<file path="config.mk">
export PLATFORM = sky130hd
export DESIGN_NAME = pipe_stage_ctrl
export DESIGN_NICKNAME = d
export VERILOG_FILES = /design/src/rtl/pipe_stage_ctrl.sv
export SDC_FILE = /design/constraint.sdc
export NUM_CORES = 1
export LEC_CHECK = 0
export ABC_AREA = 1
export CORE_AREA = 2 2 206 208
export CTS_CLUSTER_DIAMETER = 120
export DETAILED_ROUTE_END_ITERATION = 10
export DIE_AREA = 0 0 208 210
export GPL_TIMING_DRIVEN = 0
export REMOVE_ABC_BUFFERS = 1
export SYNTH_ARGS = -nofsm -noshare
export SYNTH_HDL_FRONTEND = slang
export SYNTH_SLANG_ARGS = --single-unit
</file>
<file path="constraint.sdc">
create_clock -name clk -period 7.3 [get_ports clk]
set_input_delay 0.73 -clock clk [delete_from_list [all_inputs] [get_ports clk]]
set_output_delay 0.73 -clock clk [all_outputs]
set_load 0.02 [all_outputs]
</file>
<file path="src/rtl/pipe_stage_ctrl.sv">
// N-stage in-order pipeline sequencer: per-stage valid/payload, stall holds, targeted flush, perf counters.
// Build option: define PIPE_CTRL_CNT_SAT_EN to make the counters saturate instead of wrap.
module pipe_stage_ctrl #(
  parameter int unsigned NUM_STAGES = 5,
  parameter int unsigned DATA_W     = 32,
  parameter int unsigned CNT_W      = 32,
  localparam int unsigned SEL_W     = $clog2(NUM_STAGES + 1)
) (
  input  logic                         clk,
  input  logic                         reset,
  input  logic                         in_valid,
  input  logic [DATA_W-1:0]            in_data,
  output logic                         in_ready,
  input  logic [NUM_STAGES-1:0]        stall_req,
  input  logic                         flush_req,
  input  logic [SEL_W-1:0]             flush_stage,
  output logic [NUM_STAGES-1:0]        stage_valid,
  output logic [NUM_STAGES*DATA_W-1:0] stage_data,
  output logic                         out_valid,
  output logic [DATA_W-1:0]            out_data,
  output logic [CNT_W-1:0]             cycle_count,
  output logic [CNT_W-1:0]             retire_count,
  output logic [CNT_W-1:0]             stall_count
);

  localparam int unsigned LAST = NUM_STAGES - 1;

  logic [NUM_STAGES-1:0] valid_q;
  logic [NUM_STAGES-1:0] valid_d;
  logic [DATA_W-1:0]     data_q [NUM_STAGES];
  logic [DATA_W-1:0]     data_d [NUM_STAGES];

  logic [NUM_STAGES-1:0] kill;
  logic [NUM_STAGES-1:0] eff_stall;
  logic [NUM_STAGES-1:0] hold;
  logic                  accept;
  logic                  retire;
  logic                  any_stall;

  logic [CNT_W-1:0]      cycle_q;
  logic [CNT_W-1:0]      retire_q;
  logic [CNT_W-1:0]      stall_q;

  // Counter step: wraps by default, sticks at all-ones when saturation is built in.
  function automatic logic [CNT_W-1:0] bump(input logic [CNT_W-1:0] c);
`ifdef PIPE_CTRL_CNT_SAT_EN
    bump = (&c) ? c : c + CNT_W'(1);
`else
    bump = c + CNT_W'(1);
`endif
  endfunction

  // Kill mask, effective stalls and the hold cascade toward younger stages.
  always_comb begin
    kill      = '0;
    eff_stall = '0;
    hold      = '0;
    for (int i = 0; i < NUM_STAGES; i++) begin
      kill[i] = flush_req && (32'(flush_stage) > 32'(i));
    end
    eff_stall = stall_req & valid_q & ~kill;
    for (int i = 0; i < NUM_STAGES; i++) begin
      hold[i] = |(eff_stall >> i);
    end
  end

  assign in_ready  = ~reset & ~hold[0] & ~flush_req;
  assign accept    = in_valid & in_ready;
  assign any_stall = |eff_stall;
  assign retire    = valid_q[LAST] & ~hold[LAST] & ~kill[LAST];

  // Per-stage advance: kill beats hold beats bubble beats shift-in.
  always_comb begin
    valid_d = valid_q;
    data_d  = data_q;
    if (kill[0]) begin
      valid_d[0] = 1'b0;
    end else if (!hold[0]) begin
      valid_d[0] = accept;
      if (accept) begin
        data_d[0] = in_data;
      end
    end
    for (int i = 1; i < NUM_STAGES; i++) begin
      if (kill[i]) begin
        valid_d[i] = 1'b0;
      end else if (!hold[i]) begin
        if (hold[i-1]) begin
          valid_d[i] = 1'b0;
        end else begin
          // A killed producer hands over nothing, even though it is not held.
          valid_d[i] = valid_q[i-1] & ~kill[i-1];
          data_d[i]  = data_q[i-1];
        end
      end
    end
  end

  // Stage state registers.
  always_ff @(posedge clk or posedge reset) begin
    if (reset) begin
      valid_q <= '0;
      for (int i = 0; i < NUM_STAGES; i++) begin
        data_q[i] <= '0;
      end
    end else begin
      valid_q <= valid_d;
      data_q  <= data_d;
    end
  end

  // Performance counters.
  always_ff @(posedge clk or posedge reset) begin
    if (reset) begin
      cycle_q  <= '0;
      retire_q <= '0;
      stall_q  <= '0;
    end else begin
      cycle_q <= bump(cycle_q);
      if (retire) begin
        retire_q <= bump(retire_q);
      end
      if (any_stall) begin
        stall_q <= bump(stall_q);
      end
    end
  end

  for (genvar g = 0; g < NUM_STAGES; g++) begin : g_flat
    assign stage_data[g*DATA_W +: DATA_W] = data_q[g];
  end

  assign stage_valid  = valid_q;
  assign out_valid    = valid_q[LAST];
  assign out_data     = data_q[LAST];
  assign cycle_count  = cycle_q;
  assign retire_count = retire_q;
  assign stall_count  = stall_q;

endmodule

</file>
After elaboration in Yosys (flattened, before gate mapping)
Cells that the tools add are included.

Bits in registers: 261. Bits of input ports: 44. Output and inout port bits: 295. Logic and storage cells: 78.

Add/sub/neg operators: 3. Order comparisons: 5. Equal/unequal tests: 5. Multiplexer cells: 14. Bitwise operators: 24. Reductions and logical operators: 14.

Operator list (number): adder 32 x 1 -> 32 bit (second input constant) (3); AND reduction 3 bit (5); 2-to-1 mux 1 bit (14); inverter 1 bit (12); AND 5 bit (2); != test 2 bit (second input constant) (5); AND 1 bit (9); > comparator 3 x 1 -> 1 bit (second input constant) (2); > comparator 3 x 2 -> 1 bit (second input constant) (2); logical AND 1 bit (5); inverter 5 bit (1); OR reduction 5 bit (1); OR reduction 4 bit (1); > comparator 3 bit (second input constant) (1); OR reduction 3 bit (1); OR reduction 2 bit (1).

Logic depth before layout (Yosys ltp)
Depth in word-level cells: 11. Depth in mapped cells: 12. Mapped depth without buffers: 10.

Worst setup path after synthesis
No wires, ideal clock.

Path type: input to output. Start: input port flush_req. End: output port in_ready. Data arrival time: 2.172 ns. Required time: 6.570 ns. Slack: 4.398 ns. Stages: 9. Path buffers: 3. Cell sequence: buf_2 -> nand2_1 -> buf_2 -> nand3_1 -> nand3_4 -> inv_2 -> nand2_1 -> buf_2 -> nor3_1.

Cells in the longest elaborated chain, start to end: 7. Elaborated cells on any way between the ends: 12. Classes of those cells: 6 x bitwise; 6 x reduce/logical.

RTL lines: start, declared (line 15) `input logic flush_req,`; logical AND 1 bit (line 59) `kill[i] = flush_req && (32'(flush_stage) > 32'(i));`; inverter 5 bit (line 61) `eff_stall = stall_req & valid_q & ~kill;`; AND 5 bit (line 61); OR reduction 5 bit (line 63) `hold[i] = |(eff_stall >> i);`; inverter 1 bit (no source line); AND 1 bit (line 67) `assign in_ready = ~reset & ~hold[0] & ~flush_req;`; AND 1 bit (*) (line 67); end, declared (line 13) `output logic in_ready,`.

Mark *: on every way between the ends. The rest lies on a longest branch, timed or not.

Final worst setup path
Same ends and word-level chain as after synthesis.

==> results.yml <==
worst_setup_path:
  criticalPathCategory: "input port to output port"
  arrival_ns: 5.52
  crit_top_cell: "nand2_2"
  worst_setup_path_start_kind: "input port"
  crit_fanout: 40
  cpPeakStageDelay_ns: 0.79
  worst_r2r_path_depth: 8
  r2r_setup_slack_ns: 4.40
  cp_cell_sequence: "clkdlybuf4s50_1 > nand2_2 > inv_2 > nand2_2 > nand2_1 > nand3_4 > inv_2 > nand2_2 > nor3_1 > clkdlybuf4s50_1"
  r2r_end: "stage_data[69]$_DFFE_PP0P_"
  reg2reg_from: "stage_valid[4]$_DFFE_PP0P_"
  cp_slowest_cell: "clkdlybuf4s50_1"
  required_ns: 6.57
  crit_path_end_kind: "output port"
min_path:
  min_path_cells: 1
  hp-start: "cycle_count[31]$_DFF_PP0_"
  min_to: "cycle_count[31]$_DFF_PP0_"
  hp-class: "flop to flop"
yosys:
  ys_seq_area_share_pct: 53.2
  syn-cell-area_um2: 12300
  syn_inst: 1532
  avgSynthCellArea_um2: 8.01
  ys_ff_latch: 261
  synth_cell_types: 26
  ys_warn_count: 0
floorplan:
  initial_core_util_pct: 29.6
  io_pins: 339
  die_x_um: 208
  rows: 75
  core_um2: 41500
  die_area_um2: 43700
  die_y_um: 210
finish:
  syn_to_final_growth_pct: 38.3
  drive_gt1_share_pct: 3.49
  layout_common_cells: "nand2_1 (651), clkdlybuf4s50_1 (337), dfrtp_1 (261)"
  stdcell_area_um2: 17000
  stdcell_count: 2375
  final_nets: 1862
  final_common_cell: "nand2_1"
cts:
  clk_pin_slew_ns: 0.06
  cts-root-buf: "clkbuf_16"
  postCtsSetupBuffers: 0
  clock_latency_ns: 0.59
  cts.htree.levels: 1
  cts_made_buffers: 31
  postCtsHoldBufs: 0
  clock_sinks: 261
  cts_buffer_depth: 3
  tritoncts: "built"
timing:
  relSlewSlack_pct: 16.2
  fmax_ghz: 0.160
  period_needed_ns: 6.25
  rsz0062_at_grt: "no"
  slew_viol_final: 0
  period_share_pct: 85.6
  worst_slack_ns: 1.05
  worst_pin_slew_ns: 1.25
  hold_violations: 0
  fin_worst_skew_ns: 0.0282
  setup_viol: 0
place:
  placed_cell_area_um2: 16000
  dp_slack_ns: -0.129
  io_buffers: 338
  gp_routability_congestion: 0.911
  dp_hpwl_mm: 28.5
  place_inst: 2321
job:
  drv_cap: 0
grt:
  overflow: 0
  grt.total_usage_pct: 18.1
  use_met3_pct: 3.67
  grtUsageMet1_pct: 23.3
  grt_max_degree: 110
  grt_pass1_vias: 10851
  grt_pass1_wl_mm: 63.2
  busiest_layer: "met2"
  antenna_found_initial: 4
  use_met2_pct: 29.7
drt:
  routedWlPerCell_um: 16.8
  drc: 0
  drt_iter0_drc: 628
  ant_nets: 0
  routed_wl_mm: 39.9
  viasPerCell: 4.64
  via_count: 11027
  drt_pass1_iterations: 5
power:
  power_density_nw_per_um2: 370
  vdd_ir_drop_max_v: 0.000188
  p_leak_nw: 7.91
run_status:
  run_status: "complete, no violations"
-- logic make-up (layout without fill, tap and decap cells) --
group,Yosys count,count (layout),synth area share [%]
compound gates,21,21,0.908
flops,261,261,53.2
buf+inv,161,464,6.36
fa+ha+maj,3,3,0.306
other cells,0,1,0
simple gates,1031,1031,35.3
xor+xnor,55,55,3.93
-- worst max-delay path: cells and delay by family --
family / cells / cell delay (ns)
and+or+nand+nor: 6 / 2.54
buffers and inverters: 4 / 2.24
-- layer usage --
metal	part of all wire (%)	vias up	routed length, um
met5	0.11	-	44
met4	4.0	6	1610
met3	5.7	80	2270
met2	46	292	18500
met1	44	5238	17500
li1	-	5411	-
-- worst max-delay path by stage --
stage	from	endpoint	slack, ns	depth (start not counted)
5_1_grt	flush_req	in_ready	0.46	10
3_5_place_dp	flush_req	in_ready	-0.13	10
4_1_cts	flush_req	in_ready	0.32	10
2_1_floorplan	reset	cycle_count[0]$_DFF_PP0_	-0.61	1
3_3_place_gp	reset	out_data[23]$_DFFE_PP0P_	-4.53	2
6_report	flush_req	in_ready	1.05	10
-- power breakdown --
group	switching, mW	internal, mW	leakage [nW]	total (mW)
Clock	0.619	0.899	0.476	1.52
Combinational	1.37	1.09	4.00	2.46
Sequential	0.426	1.86	3.43	2.29
-- cell usage after synthesis --
library cell,n,area (um^2)
buf_2,36,180
nand4_1,40,250
xnor2_1,21,184
nand3_4,1,17.5
nand2_1,653,2450
nor3_1,18,90.1
dfrtp_1,261,6530
o22ai_1,1,6.26
clkbuf_1,22,82.6
o21ai_1,2,10.0
nand3b_1,28,210
o21ai_0,16,80.1
a21oi_2,1,8.76
nand3_2,1,10.0
nand2_2,1,6.26
nand3_1,150,751
nor2_1,136,510
nor2_4,2,22.5
ha_1,3,37.5
a31oi_1,1,6.26
inv_2,3,11.3
and3_1,1,6.26
buf_4,35,263
inv_1,64,240
buf_1,1,3.75
xor2_1,34,298
-- final cells by class --
| class | instances | area (um^2) |
|---|---|---|
| fill | 4243 | 24500 |
| sequential | 261 | 6530 |
| multi-input combinational | 1110 | 5000 |
| timing repair buffer | 344 | 3520 |
| clock buffer | 47 | 886 |
| tap | 539 | 674 |
| inverter | 67 | 259 |
| clock inverter | 6 | 91.3 |
| antenna | 1 | 2.50 |
-- stage by stage --
step	total power, mW	hold slack [ns]	util [%]	TNS (ns)
finish	6.27	0.482	40.9	0
global route	6.59	0.502	40.9	0
CTS	6.35	0.490	40.9	0
detailed placement	4.80	0.475	38.5	-0.129
global placement	4.75	0.468	38.1	-1170.00
floorplan	3.34	0.581	-	-160.12
-- flip-flops by register name, summed over array words and instances (netlist names) --
register      count
stage_data      128
cycle_count      32
out_data         32
retire_count     32
stall_count      32
stage_valid       5
-- timing repair --
action,CTS,global route
gates resized for setup,1,0
endpoints found under the setup margin,1,0
hold endpoints to repair,0,0
Note: power is estimated with default switching activity, not from simulation.
==> patch 1 (same flow settings) <==
The parameter `NUM_STAGES` goes from 5 to 10.
--- a/src/rtl/pipe_stage_ctrl.sv
+++ b/src/rtl/pipe_stage_ctrl.sv
@@ -2,5 +2,5 @@
 // Build option: define PIPE_CTRL_CNT_SAT_EN to make the counters saturate instead of wrap.
 module pipe_stage_ctrl #(
-  parameter int unsigned NUM_STAGES = 5,
+  parameter int unsigned NUM_STAGES = 10,
   parameter int unsigned DATA_W     = 32,
   parameter int unsigned CNT_W      = 32,
Ports: changed (resized flush_stage, stage_data, stage_valid and stall_req); port bits go from 339 to 510. No check against the original RTL was run, so the function may have changed too.
==> patch 1 against the original RTL <==
Critical path depth is 1 higher; highest routed layer is now met4; sequential cell count up 165; critical endpoint unchanged; routed wire length up 52%; power grew 34%; synthesized cell count increased by 42%; worst setup slack lost 0.066 ns; area after synthesis increased by 52%; final area increased by 50%.
==> patch 1: results <==
set metrics [dict create \
    wl_met2_um 28510 \
    regToRegStartpoint "stage_valid[9]" \
    antenna_found_initial 5 \
    use_met3_pct 6.272 \
    status "completed" \
    crit_slowest_cell "nand4_2" \
    hold_start "out_data[4]" \
    grt_start_max_net_pins 131 \
    cts_buffers 47 \
    multi_input_area_sq_um 6878 \
    globalplace.congestion 0.9024 \
    grt_usage_pct 27.39 \
    nFillCells 3777 \
    max_stage_delay_ns 1.02 \
    grt_pass1_vias 15388 \
    buffers 518 \
    drive_gt1_share_pct 4.382 \
    multi_input_cells 1513 \
    dpl-instance-area_sq_um 23910 \
    top_layer "met4" \
    clk_share_pct 6.095 \
    drt_iter0_drc 996 \
    cts-resized-gates 0 \
    largest_reg_flops 288 \
    vias 16159 \
    crit_arrival_ns 5.59 \
    dp_hpwl_um 44340 \
    bufAreaShareNonClock_pct 20.80 \
    whs_endpoint "out_data[4]" \
    seq_cell_count 426 \
    path_delay_family "buffers and inverters" \
    dp_slack_ns 0.8868 \
    p_leak_nw 12.20 \
    ys_top_cells_by_count "nand2_1 (894), dfrtp_1 (426), nand3_1 (230)" \
]
-- patch 1: where the power goes --
group	switching (mW)	internal [mW]	leakage [nW]
Combinational	1.54	1.18	5.78
Sequential	0.460	2.86	5.64
Clock	0.975	1.39	0.772
-- patch 1: how the worst max path moves through the flow --
| stage | start | end | slack, ns | cells after the start |
|---|---|---|---|---|
| 2_1_floorplan | reset | cycle_count[0] | -5.29 | 1 |
| 3_3_place_gp | reset | retire_count[19] | -10.58 | 2 |
| 3_5_place_dp | flush_req | in_ready | 0.89 | 11 |
| 4_1_cts | flush_req | in_ready | 0.86 | 11 |
| 5_1_grt | flush_req | in_ready | 0.55 | 11 |
| 6_report | flush_req | in_ready | 0.98 | 11 |
-- patch 1: kinds of logic after synthesis --
kind of cell | Yosys count | share of synthesized area (%)
XOR/XNOR | 78 | 3.665
flip-flops | 426 | 57.19
AO/OA/AOI/OAI | 87 | 2.383
buffers and inverters | 238 | 6.054
AND/OR/NAND/NOR | 1345 | 30.51
adder cells (fa/ha/maj) | 3 | 0.2014
==> patch 2 (same flow settings) <==
Made on the original files. Reset style: synchronous (`reset`), changed in 2 clocked blocks.
--- a/src/rtl/pipe_stage_ctrl.sv
+++ b/src/rtl/pipe_stage_ctrl.sv
@@ -98,5 +98,5 @@
 
   // Stage state registers.
-  always_ff @(posedge clk or posedge reset) begin
+  always_ff @(posedge clk) begin
     if (reset) begin
       valid_q <= '0;
@@ -111,5 +111,5 @@
 
   // Performance counters.
-  always_ff @(posedge clk or posedge reset) begin
+  always_ff @(posedge clk) begin
     if (reset) begin
       cycle_q  <= '0;
Check against the original RTL: differs if reset is asserted again (counterexample within 4 cycles, from zero or initial values and one cycle with reset high); with reset held inactive, the same outputs for 4 cycles.
==> patch 2 against the original RTL <==
Die area is the same; synthesized cell count grew 17%; area after synthesis shrank 2.8%; maximum frequency grew 33%; routed wire length grew 1.4%; non-clock buffer count grew 1; via count grew 8.4%; sequential cell count is the same; worst setup slack gained 1.6 ns; core utilization shrank 0.59 points; final area shrank 1.4%; sequential share of layout area shrank 7.3 points.
Power is not compared: it rests on default switching activity, and its combinational part moved more than twofold at a synthesized area within 25%.
==> patch 2: results <==
set metrics [dict create \
    grt_usage_pct 17.83 \
    synth_top_area_share_pct 43.80 \
    clock_latency_ns 0.57 \
    cp_max_fo 20 \
    layout_commonest_cell "nor2_1" \
    worstHoldPathCells 2 \
    grt_start_max_net_pins 132 \
    synth_compound_area_share_pct 11.03 \
    regToRegStartpoint "stage_valid[4]" \
    drive_gt1_share_pct 3.931 \
    synthAdderAreaFrac_pct 0.3147 \
    slew_headroom_pct 36.06 \
    fin_skew_ns 0.01140 \
    wl_um 40480 \
    grt_first_pass_wirelength_um 63120 \
    dp_slack_ns 2.560 \
    synth-xor-area-share_pct 1.322 \
    cts-resized-gates 0 \
    whs_endpoint "out_data[18]" \
    ys.flop_type "dfxtp_1" \
    status "completed" \
    ys_top_cells_by_count "nor2_1 (397), nand2_1 (382), dfxtp_1 (261)" \
    drt_iter0_drc 600 \
    ys_async_sr_fraction_pct 0 \
    ys_types 33 \
    seq_area_frac_synth_pct 43.80 \
    vias 11951 \
    r2r_slack_ns 4.14 \
    dpl-instance-area_sq_um 15580 \
    crit_arrival_ns 3.96 \
    hold_start "out_data[18]" \
]
## patch 2: cell count changes after synthesis, sizes merged, moves of 8 or more
cell / delta
buf: -17
inv: +139
nand3: -105
a21oi: +105
o21ai: +131
dfrtp: -261
xor2: -23
nor2: +262
nand4: +8
xnor2: -14
nand2: -268
clkbuf: +30
dfxtp: +261
## patch 2: power by group
group          total, mW  switching, mW  internal (mW)
Clock               1.67          0.635           1.03
Sequential          1.53         0.0475           1.49
Combinational      0.458          0.263          0.195
Total               3.66          0.946           2.71
## patch 2: how the worst max path moves through the flow
stage	start	endpoint	slack (ns)	cells after the start
6_report	flush_req	in_ready	2.61	10
5_1_grt	flush_req	in_ready	2.35	10
4_1_cts	flush_req	in_ready	2.53	10
3_5_place_dp	flush_req	in_ready	2.56	10
3_3_place_gp	reset	stage_data[52]	-3.12	4
2_1_floorplan	reset	out_data[0]	3.73	3
## patch 2: metal layers
layer / vias up / track usage, % / routed length [um]
li1: 6143 / - / -
met1: 5457 / 22.64 / 17980
met2: 297 / 31.69 / 19710
met3: 54 / 2.458 / 1846
met4: 0 / 4.769 / 938
met5: - / 0 / 0
## patch 2: worst max-delay path: cells and delay by family
kind / cells / cell delay (ns)
buffers and inverters: 3 / 1.54
AND/OR/NAND/NOR: 7 / 1.67
## patch 2: stage by stage
stage	util [%]	hold slack [ns]	setup TNS (ns)	cells
floorplan	-	0.5281	0	1683
global placement	37.21	0.4448	-512.13	2560
detailed placement	37.57	0.4527	0	2566
CTS	40.27	0.4623	0	2624
global route	40.31	0.4843	0	2625
finish	40.31	0.4575	0	2625
## patch 2: final cells by class
type	instances	area, sq um
tap	539	674.4
multi-input combinational	1215	5393
timing repair buffer	345	3526
clock inverter	12	176.4
inverter	207	782.0
clock buffer	46	942.2
sequential	261	5225
fill	4316	24760
